## config.mk

```make
export PLATFORM = sky130hd
export DESIGN_NAME = cache_line_refill
export DESIGN_NICKNAME = d
export VERILOG_FILES = /design/src/rtl/cache_line_refill.sv
export SDC_FILE = /design/constraint.sdc
export NUM_CORES = 1
export LEC_CHECK = 0
export ABC_AREA = 1
export BUFFER_PORTS_ARGS = -buffer_cell sky130_fd_sc_hd__buf_2
export CAP_MARGIN = 0
export CORE_MARGIN = 1.5
export CORE_UTILIZATION = 38
export CTS_BUF_LIST = sky130_fd_sc_hd__clkbuf_2
export CTS_CLUSTER_SIZE = 10
export DETAILED_ROUTE_END_ITERATION = 10
export PLACE_DENSITY_LB_ADDON = 0.25
export SLEW_MARGIN = 5
export SYNTH_ARGS = -nofsm -noshare
export SYNTH_HDL_FRONTEND = slang
export SYNTH_SLANG_ARGS = --single-unit
```

## constraint.sdc

```tcl
create_clock -name clk -period 1.3 [get_ports clk]
set_input_delay 0.065 -clock clk [delete_from_list [all_inputs] [get_ports clk]]
set_output_delay 0.065 -clock clk [all_outputs]
set_load 0.005 [all_outputs]
```

## src/rtl/cache_line_refill.sv

```systemverilog
// Cache line refill engine: one INCR read burst per miss, each beat written
// straight into data RAM port A on the cycle it is accepted.
module cache_line_refill #(
    parameter int LEN_DATA   = 32,
    parameter int LEN_ADDR   = 10,
    parameter int LINE_WORDS = 8,
    parameter int LEN_PADDR  = 32
) (
    input  logic                                   clk,
    input  logic                                   resetn,
    input  logic                                   req_valid,
    output logic                                   req_ready,
    input  logic [LEN_PADDR-1:0]                   req_paddr,
    input  logic [LEN_ADDR-$clog2(LINE_WORDS)-1:0] req_index,
    output logic                                   ar_valid,
    input  logic                                   ar_ready,
    output logic [LEN_PADDR-1:0]                   ar_addr,
    output logic [7:0]                             ar_len,
    input  logic                                   r_valid,
    output logic                                   r_ready,
    input  logic [LEN_DATA-1:0]                    r_data,
    input  logic                                   r_last,
    output logic                                   ram_en,
    output logic [LEN_DATA/8-1:0]                  ram_we,
    output logic [LEN_ADDR-1:0]                    ram_addr,
    output logic [LEN_DATA-1:0]                    ram_wdata,
    output logic                                   done,
    output logic                                   err
);

    localparam int IDX_W  = $clog2(LINE_WORDS);
    localparam int OFF_W  = $clog2(LINE_WORDS * LEN_DATA / 8);
    localparam int LIDX_W = LEN_ADDR - IDX_W;
    localparam int BE_W   = LEN_DATA / 8;

    localparam logic [IDX_W:0]       CNT_FULL = (IDX_W + 1)'(LINE_WORDS);
    localparam logic [7:0]           AR_LEN   = 8'(LINE_WORDS - 1);
    localparam logic [LEN_PADDR-1:0] OFF_MASK = LEN_PADDR'((64'd1 << OFF_W) - 64'd1);

    typedef enum logic [1:0] {
        S_IDLE,
        S_ADDR,
        S_DATA,
        S_DONE
    } state_t;

    state_t               state, state_nxt;
    logic [IDX_W:0]       cnt, cnt_nxt;
    logic                 mis, mis_nxt;
    logic [LEN_PADDR-1:0] addr_q, addr_nxt;
    logic [LIDX_W-1:0]    line_idx, idx_nxt;

    always_ff @(posedge clk or negedge resetn) begin
        if (!resetn) begin
            state    <= S_IDLE;
            cnt      <= '0;
            mis      <= 1'b0;
            addr_q   <= '0;
            line_idx <= '0;
        end else begin
            state    <= state_nxt;
            cnt      <= cnt_nxt;
            mis      <= mis_nxt;
            addr_q   <= addr_nxt;
            line_idx <= idx_nxt;
        end
    end

    always_comb begin
        state_nxt = state;
        cnt_nxt   = cnt;
        mis_nxt   = mis;
        addr_nxt  = addr_q;
        idx_nxt   = line_idx;
        req_ready = 1'b0;
        ar_valid  = 1'b0;
        r_ready   = 1'b0;
        ram_en    = 1'b0;
        done      = 1'b0;
        err       = 1'b0;
        case (state)
            S_IDLE: begin
                req_ready = 1'b1;
                if (req_valid) begin
                    addr_nxt  = req_paddr & ~OFF_MASK;
                    idx_nxt   = req_index;
                    cnt_nxt   = '0;
                    mis_nxt   = 1'b0;
                    state_nxt = S_ADDR;
                end
            end
            S_ADDR: begin
                ar_valid = 1'b1;
                if (ar_ready) state_nxt = S_DATA;
            end
            S_DATA: begin
                r_ready = 1'b1;
                if (r_valid) begin
                    // Beats beyond a full line are drained but never written.
                    if (cnt < CNT_FULL) begin
                        ram_en  = 1'b1;
                        cnt_nxt = cnt + 1'b1;
                        if (r_last && (cnt_nxt < CNT_FULL)) mis_nxt = 1'b1;
                    end else begin
                        mis_nxt = 1'b1;
                    end
                    if (r_last) state_nxt = S_DONE;
                end
            end
            S_DONE: begin
                done      = 1'b1;
                err       = mis;
                mis_nxt   = 1'b0;
                state_nxt = S_IDLE;
            end
            default: state_nxt = S_IDLE;
        endcase
    end

    assign ram_we    = {BE_W{ram_en}};
    assign ram_addr  = {line_idx, cnt[IDX_W-1:0]};
    assign ram_wdata = r_data;
    assign ar_addr   = addr_q;
    assign ar_len    = AR_LEN;

endmodule

```

# == Word-level counts from Yosys, hierarchy flattened ==
# Cells that the tools add are included.
# Widths: inputs -> output; s select.
# classes
addsub,1
magnitude_cmp,2
n_eq_ne,9
n_mux,22
reduce_logical,8
# ops
operator,count
$mux 1,12
$mux 4,3
$reduce_and 4->1,3
$ne 2x2->1 const B,5
$lt 4x4->1 const B,2
$mux 2,4
$pmux 2 s4,1
$pmux 4 s2,1
$add 4x1->4 const B,1
$eq 2x2->1 const B,2
$ne 3x3->1 const B,1
$pmux 1 s3,1
$reduce_bool 3->1,1
$eq 2x1->1 const B,1
$logic_not 2->1,1
$reduce_and 2->1,1
$reduce_bool 2->1,1
$logic_and 1x1->1,1
# word_totals
ff_bits,41
in_bits,77
output_inout_bits,92

# == Depth between registers and ports, before layout ==
# Gate-level depths: netlist of run 1.
# logic_depth
word_depth,7
mapped_depth,8
mapped_depth_nobuf,8

# == Least setup slack after synthesis of run 1 ==
# No wires, ideal clock.
# synth_timing
path_kind,register -> register
startpoint,register state[0]
endpoint,register addr_q[10] (netlist: ar_addr[10])
setup_ps,125
arrival_time_ps,1319
required_time_ps,1175
path_slack_ps,-144
stages_incl_launch_ff,6
n_path_buf,1
path_cell_list,dfrtp_1 > inv_1 > ha_1 > nand2_4 > buf_6 > mux2_4
# synth_between
elab_chain_len,2
# synth_rtl
element,line_no,rtl
start: declaration,47,"state_t state, state_nxt;"
start signal: assignment,61,state <= state_nxt;
$logic_not 2->1,81,case (state)
$reduce_and 2->1 (no source line),n/a,
end signal: assignment,64,addr_q <= addr_nxt;
end: declaration,50,"logic [LEN_PADDR-1:0] addr_q, addr_nxt;"
# No other way between the ends.
# A chain may end at the register's enable or synchronous reset.

# == Worst setup path in the final report of run 1 ==
# layout_timing
startpoint,register state[1]
endpoint,register addr_q[11] (netlist: ar_addr[11])
# The elaborated chain is that of the path after synthesis.

==> out/results.tsv, run 1 <==
metric	value	unit
setup_ws	-189	ps
clock_path_buffers	2	
place_inst	322	
yosys_warnings	0	
hpwl	2930	µm
drive_gt1_frac	0.591	
routed_via_density	4.21	
start_util	0.391	
antenna_found_initial	0	
cts_buffers	5	
drt-initial-drc-count	45	
worst-path-max-fanout	5	
cts_max_level	2	
slowest_delay	490	ps
placed_cell_area	2540	µm²
synth_top_cell_area_share	0.449	
synth_area_leaders	dfrtp_1, mux2_4, buf_4	
outcome	finished, violations left	
setup_violations	51	
cap_violations	0	
clk_pin_slew	210	ps
fin_cells	383	
met1_length	2180	µm
area_growth	47.3	%
clock_latency	380	ps
grt_pass1_wl	7460	µm
wl_met2	2490	µm
peakVddDrop	0.00123	V
synth_area	2290	µm²
skew	23.5	ps
synth.largest_area_cell	dfrtp_1	
required	1580	ps
critical_path_class	reg2reg	
wl_per_cell	13.1	µm
final_area	3370	µm²
wirelength	5030	µm
met3_wirelength	322	µm
avgSynthCellArea	11.7	µm²
maxSlewHeadroom	0.603	
min_period	1490	ps
endpoint_kind	flip-flop	
die_w	80.6	µm
grt_overflow	0	
crit_buf_inv	3	
rsz0062_at_grt	true	
port_buffers	86	
die-area	6490	µm²
seq_area_frac_synth	0.449	
io_pins	169	
grt_max_degree	28	
grtUsageTotal	0.153	
hp-class	in2reg	
firstDrtPassIters	4	
tightest_slew	596	ps
powerDensity	2180	nW/µm²
critPathSlowestCell	dfrtp_2	
cts_tree	built	
grt_pass1_vias	1559	
vias	1614	
worstPathArrival	1770	ps
startpoint_type	flip-flop	
die_h	80.6	µm
coreArea	5850	µm²
slew_violations	0	
route.antenna.remaining_nets	0	
ys_types	17	
fp-row-count	28	
path_delay_family	flip-flops	
path_cells	inv_2 > ha_4 > buf_8 > buf_12 > nand2_8 > mux2_4	
final_hold_viol_count	0	
cts.sinks	41	
syn_inst	195	
fmax	672	MHz
antennaDiodeCount	0	
violations	negative setup slack	
ys_seq_elements	41	
min_period_over_period	1.15	
cts-root-buf	clkbuf_2	
drc	0	
dr.max_layer_used	met4	
gp_congestion	0.812	
p_leak	1.79	nW
fin_nets	391	
## final timing paths
check | slack [ps] | endpoint | cells past startpoint | from
setup / recovery | -190 | ar_addr[11] | 6 | state[1]
hold / removal | 50 | state[1] | 5 | ar_ready
setup reg to reg | -190 | ar_addr[11] | 6 | state[1]
hold reg to reg | 500 | mis | 2 | mis
max in group asynchronous | 700 | line_idx[3] | 3 | resetn
min in group asynchronous | 120 | ar_addr[27] | 2 | resetn
## worst min-delay path, stage by stage
cell     delay, ps
buf_2           90
inv_1           40
nand2_1         80
nand4_1        100
nand2_1         50
## report_power, final
group | switching, W | internal (W)
Combinational | 0.00173 | 0.00263
Clock | 0.000403 | 0.000328
Sequential | 0.000364 | 0.00190
Total | 0.00249 | 0.00485
## layout by cell type, fill, tap and decap left out
cell type       n
buf_12          4
buf_2          82
buf_4           8
buf_6          14
buf_8           1
bufinv_16       1
clkbuf_2        6
clkinv_1        1
conb_1         13
dfrtp_1        40
dfrtp_2         1
dlygate4sd3_1  35
ha_1            3
ha_4            4
inv_1           6
inv_2           4
inv_6           1
mux2_2          4
mux2_4         30
nand2_1        17
nand2_2         5
nand2_4         4
nand2_8         6
nand3_1         5
nand3_2         1
nand4_1         2
nor2_1          2
nor2_2          1
nor2_4          2
o21ai_1         1
o21ai_2         1
or2_2           1
or2_4           1
xor2_1          1
## repair_timing
item | CTS | global route
cloned | 4 | 1
resized for setup | 37 | 19
endpoints found under the hold margin | 75 | 0
pin swaps | 8 | 10
setup buffers | 9 | 4
endpoints found under the setup margin | 51 | 51
hold buffers | 35 | 0
## layout make-up
cell class / instances / area [µm²]
fill: 499 / 2480
sequential: 41 / 1030
inverter: 11 / 46.3
clock inverter: 2 / 33.8
clock buffer: 6 / 30.0
timing repair buffer: 144 / 1070
multi-input combinational: 104 / 1060
tap: 75 / 93.8
## layer usage
layer | vias to the layer above | GRT usage
li1 | 794 | -
met1 | 757 | 0.189
met4 | 0 | 0.0448
met5 | - | 0
met2 | 61 | 0.266
met3 | 2 | 0.0341
## logic make-up (layout without fill, tap and decap cells)
kind of cell | Yosys count | in the layout | share of synthesized area
and+or+nand+nor | 42 | 47 | 0.0810
muxes | 34 | 34 | 0.217
AOI/OAI and AO/OA | 2 | 2 | 0.00438
adders and majority gates | 7 | 7 | 0.0383
buffers and inverters | 66 | 163 | 0.204
xor gates and xnor gates | 1 | 1 | 0.00383
other | 2 | 13 | 0.00329
DFF | 41 | 41 | 0.449
## state kept, by name, summed over array words and instances (netlist names)
name	flops
state	2
line_idx	7
cnt	4
ar_addr	27
mis	1
## per-stage QoR
stage	total power [W]	utilization	hold slack (ps)	worst slack (ps)	setup TNS, ps
floorplan	0.00431	-	-231	-17.4	-522
global placement	0.00524	0.434	6.05	-96.0	-2490
detailed placement	0.00527	0.434	5.98	-133	-3440
CTS	0.00705	0.557	8.55	-216	-7250
global route	0.00789	0.576	58.5	-294	-8960
finish	0.00734	0.576	48.2	-189	-6600
## synthesized netlist by cell type
cell / number
buf_4: 52
dfrtp_1: 41
mux2_4: 30
nand2_1: 26
inv_1: 11
ha_1: 7
nand3_1: 6
nor2_1: 5
mux2_2: 4
buf_6: 3
conb_1: 2
nand4_1: 2
o21ai_0: 2
nand2_4: 1
or2_2: 1
or2_4: 1
xor2_1: 1
Power figures use the tool's default switching activity.
==> inputs of run 2 (changes only) <==
--- a/config.mk
+++ b/config.mk
@@ -5,11 +5,10 @@
 export SDC_FILE = /design/constraint.sdc
 export NUM_CORES = 1
 export LEC_CHECK = 0
-export ABC_AREA = 1
 export BUFFER_PORTS_ARGS = -buffer_cell sky130_fd_sc_hd__buf_2
 export CAP_MARGIN = 0
 export CORE_MARGIN = 1.5
-export CORE_UTILIZATION = 38
+export CORE_UTILIZATION = 37
 export CTS_BUF_LIST = sky130_fd_sc_hd__clkbuf_2
 export CTS_CLUSTER_SIZE = 10
 export DETAILED_ROUTE_END_ITERATION = 10
==> run 2 against run 1 <==
Net effect: the run still ends with negative setup slack left; cell count shrank 4.4%; clock power is 29% lower; clock-buffer cell count shrank 1; largest power group unchanged.
==> out/results.tsv, run 2 <==
metric	value	unit	change
powerDensity	1940	nW/µm²	-11%
synth.most_common_cell	buf_4		
critical_path_class	reg2reg		
met3_usage	0.0393		+0.00523
power	0.00607	W	-17%
area_growth	39.0	%	
syn_inst	185		-5.1%
ys_async_sr_fraction	1.00		unchanged
fill_cells	509		+2.0%
grt_max_degree	42		+50%
fmax	633	MHz	-5.7%
ys_seq_elements	41		unchanged
slew_violations	0		unchanged
drive_gt1_frac	0.557		-0.0342
p_leak	1.54	nW	-14%
setup_ws	-279	ps	-90.4 ps
routed_via_density	4.42		+4.8%
violations	negative setup slack		
gp_congestion	0.728		-10%
cts.sinks	41		unchanged
antenna_found_initial	0		unchanged
met2_usage	0.234		-0.0322
synth_area	2250	µm²	-1.8%
whs	39.4	ps	-8.78 ps
drt-initial-drc-count	23		-49%
die-area	6550	µm²	+0.87%
die_w	80.9	µm	+0.43%
critPathSlowestCell	dfrtp_1		
worstPathArrival	1880	ps	+110 ps
drc	0		unchanged
synth_top_cell_area_share	0.457		+0.00800
final_core_utilization	0.530		-0.0453
io_pins	169		unchanged
synth-main-ff-cell	dfrtp_1		
start_util	0.382		-0.00913
coreArea	5890	µm²	+0.60%
skew	14.2	ps	-9.31 ps
firstDrtPassIters	4		unchanged
path_cells	inv_2 > buf_12 > ha_4 > nor2b_4 > a221oi_4 > mux2_4		
worst-path-max-fanout	4		-1
antennaDiodeCount	0		unchanged
wirelength	4710	µm	-6.3%
placed_cell_area	2530	µm²	-0.44%
grt_pass1_wl	6890	µm	-7.7%
clk_pin_slew	210	ps	about the same
final_hold_viol_count	0		unchanged
largest_register_ffs	27		unchanged
avgSynthCellArea	12.1	µm²	+3.6%
cts_buffers	5		unchanged
wl_per_cell	12.9	µm	-1.9%
met1_usage	0.165		-0.0236
rsz0062_at_grt	true		
synth_common_cells	buf_4, dfrtp_1, mux2_2		
route.antenna.remaining_nets	0		unchanged
peakVddDrop	0.00127	V	+3.3%
regArea	1030	µm²	-0.12%
grt.busiest_layer	met2		
fin_nets	375		-4.1%
ys_types	36		+19
grt_pass1_vias	1532		-1.7%
maxSlewHeadroom	0.646		+0.0438
hpwl	2910	µm	-0.65%
synth.largest_area_cell	dfrtp_1		
final_cell_mix	buf_2, dfrtp_1, dlygate4sd3_1		
endpoint_kind	flip-flop		
min_period_over_period	1.21		+0.0696
required	1600	ps	+20 ps
setup_violations	50		-2.0%
clock_latency	380	ps	about the same
final_common_cell	buf_2		
multiInputGateArea	877	µm²	-18%
hp-class	in2reg		
port_buffers	86		unchanged
cts_tree	built		
min_period	1580	ps	+90.4 ps
grt_overflow	0		unchanged
startpoint_type	flip-flop		
cts_max_level	2		unchanged
outcome	finished, violations left		
slowest_delay	450	ps	-40 ps
grtUsageTotal	0.138		-0.0149
cts-root-buf	clkbuf_2		
cap_violations	0		unchanged
synth_area_leaders	dfrtp_1, buf_4, mux2_2		
final_area	3120	µm²	-7.3%
die_h	80.9	µm	+0.43%
tightest_slew	530	ps	-65.7 ps
seq_area_frac_synth	0.457		+0.00800
vias	1616		+0.12%
fp-row-count	28		unchanged
yosys_warnings	0		unchanged
clock_path_buffers	2		unchanged
synth_edf_count	0		unchanged
-- run 2: cell types whose count changed in the layout (fill, tap and decap cells not counted), sizes merged, moves of 3 or more --
cell | previous run | this run
dlygate4sd3 | 35 | 38
inv | 11 | 4
nand2 | 32 | 5
nand3 | 6 | 1
nor2 | 5 | 2
-- run 2: kinds of logic after synthesis --
| logic type | synth area share |
|---|---|
| flip-flops | 0.457 |
| adder cells (fa/ha/maj) | 0.0390 |
| AO/OA/AOI/OAI | 0.0435 |
| buffers and inverters | 0.204 |
| multiplexers | 0.175 |
| AND/OR/NAND/NOR | 0.0774 |
| other | 0.00334 |
-- run 2: power breakdown --
| part | total (W) | internal (W) | switching, W |
|---|---|---|---|
| Clock | 0.000522 | 0.000116 | 0.000406 |
| Combinational | 0.00334 | 0.00208 | 0.00126 |
| Sequential | 0.00221 | 0.00189 | 0.000324 |
-- run 2: final timing paths --
path	from	endpoint	slack (ps)	depth (start not counted)
worst max-delay path	state[0]	state[1]	-280	6
min in group asynchronous	resetn	state[1]	230	3
worst min-delay path	req_valid	cnt[1]	40	3
max in group asynchronous	resetn	ar_addr[9]	690	3
worst max register to register	state[0]	state[1]	-280	6
worst min register to register	ar_addr[31]	ar_addr[31]	520	1
-- run 2: final cells by class --
class / count / share of cell area
Sequential cell: 41 / 0.329
Inverter: 4 / 0.00481
Timing Repair Buffer: 145 / 0.344
Clock buffer: 5 / 0.00802
Multi-Input combinational cell: 94 / 0.281
Clock inverter: 2 / 0.00361
Tap cell: 75 / 0.0301
-- run 2: timing repair --
action | CTS | global route
gates resized for setup | 17 | 7
gates cloned | 0 | 0
hold endpoints to repair | 77 | 0
setup buffers | 4 | 1
pin swaps | 2 | 4
hold buffers | 38 | 0
endpoints found under the setup margin | 50 | 51
-- run 2: layer usage --
| layer | vias to the layer above | routed length [µm] | share of wire |
|---|---|---|---|
| li1 | 772 | - | - |
| met1 | 749 | 2050 | 0.43 |
| met2 | 83 | 2260 | 0.48 |
| met3 | 12 | 347 | 0.074 |
| met4 | 0 | 60 | 0.013 |
| met5 | - | 0 | 0 |
-- run 2: metrics by stage --
step	setup WS, ps	TNS [ps]	cells
2_1_floorplan	-160	-3530	196
3_3_place_gp	-129	-1870	316
3_5_place_dp	-154	-2920	316
4_1_cts	-280	-10380	365
5_1_grt	-331	-13250	366
6_report	-279	-11690	366
-- run 2: worst max-delay path: cells and delay by family (launching register included) --
family,cells,cell delay (ps)
AOI/OAI and AO/OA,1,210
and+or+nand+nor,1,140
adders and majority gates,1,160
DFF,1,450
muxes,1,320
buffers and inverters,2,220
